--- src/rtl/sm_pkg.sv ---
// Shared sign-magnitude helpers used by the adder and the sum FIFO:
// the sum-width typedef, the sign-bit index and the conversion to two's complement.
package sm_pkg;

    localparam int SM_DW       = 4;
    localparam int SM_SIGN_BIT = SM_DW;
    localparam int SM_MAX_DW   = 31;

    typedef logic [SM_DW:0]     sm_sum_t;
    typedef logic [SM_MAX_DW:0] sm_wide_t;

    // dw is the magnitude width and must be below SM_MAX_DW. Bit dw is the sign.
    // Negative zero folds to zero because ~0 + 1 wraps to zero inside the mask.
    function automatic sm_wide_t sm_to_twos(input sm_wide_t sm, input int unsigned dw);
        sm_wide_t res_mask;
        sm_wide_t mag_mask;
        sm_wide_t mag;
        sm_wide_t res;
        res_mask = {(SM_MAX_DW + 1){1'b1}} >> (SM_MAX_DW - dw);
        mag_mask = res_mask >> 1;
        mag      = sm & mag_mask;
        if (sm[dw]) begin
            res = (~mag + 32'd1) & res_mask;
        end else begin
            res = mag;
        end
        return res;
    endfunction

endpackage

--- src/rtl/sm_fifo_mem.sv ---
// Storage array for the sum FIFO: one synchronous write port, asynchronous read.
module sm_fifo_mem #(
    parameter int WIDTH = 5,
    parameter int DEPTH = 4
) (
    input  logic                     clk,
    input  logic                     i_wr_en,
    input  logic [$clog2(DEPTH)-1:0] i_wr_addr,
    input  logic [WIDTH-1:0]         i_wr_data,
    input  logic [$clog2(DEPTH)-1:0] i_rd_addr,
    output logic [WIDTH-1:0]         o_rd_data
);

    logic [WIDTH-1:0] r_mem [DEPTH];

    // Write port; contents are left unreset since validity is tracked by the occupancy count.
    always_ff @(posedge clk) begin
        if (i_wr_en) begin
            r_mem[i_wr_addr] <= i_wr_data;
        end
    end

    assign o_rd_data = r_mem[i_rd_addr];

endmodule

--- src/rtl/sm_sum_fifo.sv ---
// First-word-fall-through FIFO that stores sign-magnitude adder sums as two's complement.
// Optional SM_SUM_FIFO_STATS_EN adds a saturating 16-bit drop_count output.
module sm_sum_fifo
    import sm_pkg::*;
#(
    parameter int DATA_WIDTH = 4,
    parameter int DEPTH      = 4
) (
    input  logic                     clk,
    input  logic                     rst_n,
    input  logic [DATA_WIDTH:0]      in_sum,
    input  logic                     in_valid,
    output logic [DATA_WIDTH:0]      out_data,
    output logic                     out_valid,
    input  logic                     out_ready,
    output logic [$clog2(DEPTH):0]   count,
    output logic                     overflow
`ifdef SM_SUM_FIFO_STATS_EN
    ,
    output logic [15:0]              drop_count
`endif
);

    localparam int PW = $clog2(DEPTH);
    localparam int CW = PW + 1;
    localparam logic [CW-1:0] FULL_CNT = CW'(DEPTH);
    localparam logic [CW-1:0] CNT_ONE  = CW'(1);
    localparam logic [PW-1:0] PTR_ONE  = PW'(1);

    logic [PW-1:0]         r_wr_ptr;
    logic [PW-1:0]         r_rd_ptr;
    logic [CW-1:0]         r_count;
    logic                  r_overflow;
    logic                  w_pop;
    logic                  w_push;
    logic                  w_drop;
    logic                  w_not_empty;
    logic [DATA_WIDTH:0]   w_conv;
    logic [DATA_WIDTH:0]   w_rd_data;
    sm_wide_t              w_conv_wide;

    // Handshake decode; a full FIFO still accepts a push when the head leaves in the same cycle.
    always_comb begin
        w_not_empty = (r_count != {CW{1'b0}});
        w_pop       = w_not_empty && out_ready;
        if (r_count == FULL_CNT) begin
            w_push = in_valid && w_pop;
            w_drop = in_valid && !w_pop;
        end else begin
            w_push = in_valid;
            w_drop = 1'b0;
        end
        w_conv_wide = sm_to_twos(sm_wide_t'(in_sum), DATA_WIDTH);
        w_conv      = w_conv_wide[DATA_WIDTH:0];
    end

    // Pointers, occupancy and the overflow pulse.
    always_ff @(posedge clk or negedge rst_n) begin
        if (!rst_n) begin
            r_wr_ptr   <= {PW{1'b0}};
            r_rd_ptr   <= {PW{1'b0}};
            r_count    <= {CW{1'b0}};
            r_overflow <= 1'b0;
        end else begin
            if (w_push) begin
                r_wr_ptr <= r_wr_ptr + PTR_ONE;
            end
            if (w_pop) begin
                r_rd_ptr <= r_rd_ptr + PTR_ONE;
            end
            case ({w_push, w_pop})
                2'b10:   r_count <= r_count + CNT_ONE;
                2'b01:   r_count <= r_count - CNT_ONE;
                default: r_count <= r_count;
            endcase
            r_overflow <= w_drop;
        end
    end

    sm_fifo_mem #(
        .WIDTH (DATA_WIDTH + 1),
        .DEPTH (DEPTH)
    ) u_mem (
        .clk       (clk),
        .i_wr_en   (w_push),
        .i_wr_addr (r_wr_ptr),
        .i_wr_data (w_conv),
        .i_rd_addr (r_rd_ptr),
        .o_rd_data (w_rd_data)
    );

    // Empty FIFO shows zero so reset and drained states never expose stale storage.
    assign out_valid = w_not_empty;
    assign out_data  = w_not_empty ? w_rd_data : {(DATA_WIDTH + 1){1'b0}};
    assign count     = r_count;
    assign overflow  = r_overflow;

`ifdef SM_SUM_FIFO_STATS_EN
    logic [15:0] r_drop_count;

    // Saturating drop counter.
    always_ff @(posedge clk or negedge rst_n) begin
        if (!rst_n) begin
            r_drop_count <= 16'd0;
        end else if (w_drop && (r_drop_count != 16'hFFFF)) begin
            r_drop_count <= r_drop_count + 16'd1;
        end else begin
            r_drop_count <= r_drop_count;
        end
    end

    assign drop_count = r_drop_count;
`endif

endmodule

--- config.mk ---
export PLATFORM = sky130hd
export DESIGN_NAME = sm_sum_fifo
export DESIGN_NICKNAME = d
export VERILOG_FILES = /design/src/rtl/sm_pkg.sv /design/src/rtl/sm_fifo_mem.sv /design/src/rtl/sm_sum_fifo.sv
export SDC_FILE = /design/constraint.sdc
export NUM_CORES = 1
export LEC_CHECK = 0
export CAP_MARGIN = 20
export CELL_PAD_IN_SITES_DETAIL_PLACEMENT = 1
export CELL_PAD_IN_SITES_GLOBAL_PLACEMENT = 2
export CORE_MARGIN = 2
export CORE_UTILIZATION = 29
export CTS_CLUSTER_DIAMETER = 50
export CTS_CLUSTER_SIZE = 8
export DETAILED_ROUTE_END_ITERATION = 12
export HOLD_SLACK_MARGIN = 0.03
export PLACE_DENSITY_LB_ADDON = 0.15
export SYNTH_ARGS = -nofsm -noshare
export SYNTH_HDL_FRONTEND = slang
export SYNTH_SLANG_ARGS = --single-unit
--- constraint.sdc ---
create_clock -name clk -period 1.96 [get_ports clk]
set_input_delay 0.588 -clock clk [delete_from_list [all_inputs] [get_ports clk]]
set_output_delay 0.588 -clock clk [all_outputs]
set_load 0.01 [all_outputs]
==> impl_metrics.tcl <==
set metrics [dict create \
    grt_setup_unrepaired "yes" \
    p_switching_uw 826.2 \
    dp_hpwl_um 2007 \
    synth-seq-area-share_pct 58.50 \
    layout_commonest_cell "edfxtp_1" \
    vdd_drop_max_uv 711.9 \
    dpl.cell_count 170 \
    hold_slack_ps 583.6 \
    seq_power_share_pct 34.4 \
    drv_cap 0 \
    max_freq_ghz 0.4594 \
    die_w_um 72.70 \
    clkTransAtPathRegs_ps 90 \
    wl_per_cell_um 15.23 \
    cts_tree "yes" \
    crit_type "register to output pin" \
    fp.coreArea_um2 4444 \
    worst_pin_slew_ps 416.2 \
    fin_nets 144 \
    place_area_um2 1668 \
    min_period_ps 2177 \
    viasPerCell 4.694 \
    fillers 471 \
    synth-seq-cells 28 \
    wl_um 2742 \
    crit_start "r_rd_ptr[0]$_DFFE_PN0N_" \
    row_count 24 \
    slew_headroom_pct 72.17 \
    slowest_stage "mux4_2" \
    final_cell_area_um2 1813 \
    drc 0 \
    yosys.area.top_type "edfxtp_1" \
    endpoint_kind "output pin" \
    ctsHoldBuffers 0 \
    holdCritStartpoint "r_wr_ptr[1]$_DFFE_PN0P_" \
    syn_nets 111 \
    arrival_ps 1590 \
    cp_cell_sequence "buf_6, mux4_2, and2_1, buf_2" \
    fin_tns_setup_ps -952.9 \
    setup-violations-final 5 \
    hold_path.class "register to register" \
    gr-usage-all-layers_pct 11.39 \
    antenna_found_initial 0 \
    p_sw_share_pct 31.02 \
    clockBufferDepth 2 \
    required_ps 1370 \
    cts_root_buffer "clkbuf_8" \
    fin_ws_ps -217.0 \
    htreeDepth 1 \
    syn_to_final_growth_pct 32.45 \
    yosys.area.top_type_share_pct 43.88 \
    instances_no_fill 180 \
    power_density_nw_per_um2 1469 \
    clk_latency_ps 270 \
    clock_power_share_pct 16.6 \
    grt_pass1_vias 895 \
    drive_gt1_share_pct 36.72 \
    num_antenna_cells 0 \
    grt-ovfl-total 0 \
    cts.sinks 28 \
    critical_path.max_stage_delay_ps 480 \
    synthTopCellsByArea "edfxtp_1, dfrtp_1, mux4_2, ha_1, xnor2_1" \
    path_delay_family "multiplexers" \
    status "finished, violations left" \
    syn_area_per_cell_um2 14.26 \
    ios 19 \
    cp-start-kind "register" \
    vias 845 \
    grt_max_degree 17 \
    drt_iter0_drc 40 \
    hold_viol_final 0 \
    grt_pass1_wl_um 4457 \
    initial_core_util_pct 30.80 \
    violations "negative setup slack" \
    die_h_um 72.70 \
    fin_skew_ps 1.324 \
    drt-pass1-iter-count 3 \
    internal_power_uw 1837 \
    timing.rr.start "count[1]$_DFFE_PN0P_" \
    port_buffers 18 \
    ant_nets 0 \
    ys_warn_count 0 \
    gp_congestion 0.7457 \
    synth_cell_types 34 \
    mostFrequentLayoutCells "edfxtp_1, buf_4, inv_1, clkdlybuf4s50_1, buf_6" \
    cts_buffers 3 \
    synth_area_um2 1369 \
    critPathBufInv 2 \
    p_leak_uw 0.0007225 \
    combPwrFrac_pct 49.0 \
    synthCells 96 \
    die_area_um2 5285 \
    cp_max_fo 4 \
    drv_slew 0 \
    finalCritPeriodShare_pct 111.1 \
]
-- cell type report --
type	count	area, um2	share of cell area, %
timing repair buffer	33	302.8	16.70
multi-input combinational	55	538.0	29.68
sequential	28	805.8	44.44
tap	52	65.06	3.589
clock buffer	3	41.29	2.277
clock inverter	1	30.03	1.656
inverter	8	30.03	1.656
-- routing by layer --
metal,wire length (um),track usage [%],vias up
li1,-,-,409
met1,1331,15.78,420
met2,1290,18.18,14
met3,102,2.901,2
met4,18,2.469,0
met5,0,0,-
-- worst paths after layout --
kind	endpoint	cells after the start	slack, ps
worst max-delay path	out_data[1]	4	-220
worst min-delay path	r_wr_ptr[1]$_DFFE_PN0P_	1	580
worst max register to register	count[2]$_DFFE_PN0P_	8	30
worst min register to register	r_wr_ptr[1]$_DFFE_PN0P_	1	580
max in group asynchronous	r_rd_ptr[0]$_DFFE_PN0N_	1	1040
min in group asynchronous	count[1]$_DFFE_PN0P_	1	610
-- metrics by stage --
step | power [uW] | util [%] | setup slack (ps)
2_1_floorplan | 1595 | - | -63.20
3_3_place_gp | 2067 | 37.53 | -415.5
3_5_place_dp | 2096 | 37.53 | -465.3
4_1_cts | 2577 | 39.75 | -244.2
5_1_grt | 2856 | 40.79 | -284.7
6_report | 2663 | 40.79 | -217.0
-- registers in the layout, indices dropped and copies added, names as in the netlist --
register / cells
count: 3
u_mem.r_mem: 20
r_wr_ptr: 2
r_rd_ptr: 2
overflow: 1
-- cell usage after synthesis --
master,count
edfxtp_1,20
dfrtp_1,8
inv_1,8
xnor2_1,6
and2_1,5
ha_1,5
mux4_2,5
and2_2,4
nand2_1,4
buf_2,3
nand3b_1,2
nor2_1,2
o21ai_0,2
o31ai_1,2
a211o_1,1
a21boi_0,1
a21oi_1,1
a31oi_1,1
and3_1,1
buf_1,1
clkbuf_1,1
fa_1,1
mux2_4,1
nand3_1,1
nor3b_1,1
nor4b_1,1
o211ai_1,1
o21a_4,1
o31a_1,1
o41ai_1,1
or3_2,1
or3b_1,1
or3b_2,1
xor2_1,1
-- what timing repair did --
item	CTS	global route
pin swaps	11	6
setup endpoints to repair	8	9
gates resized for setup	32	9
buffers inserted	4	2
-- power by group through the flow --
stage                     sequential (uW)  combinational (uW)  clock (uW)
after floorplan                       920                 675           0
after global placement                944                1120           0
after detailed placement              950                1150           0
after CTS                             922                1190         460
after global routing                  941                1430         488
final                                 916                1300         443
-- cell families (layout without fill, tap and decap cells) --
logic type | count (synthesis) | after routing | synth area share, %
simple gates | 24 | 24 | 11.06
compound gates | 12 | 12 | 6.764
mux | 6 | 6 | 9.323
flops | 28 | 28 | 58.50
buf+inv | 13 | 45 | 3.838
xor+xnor | 7 | 7 | 4.479
fa+ha+maj | 6 | 6 | 6.033
(Power assumes the default switching activity.)
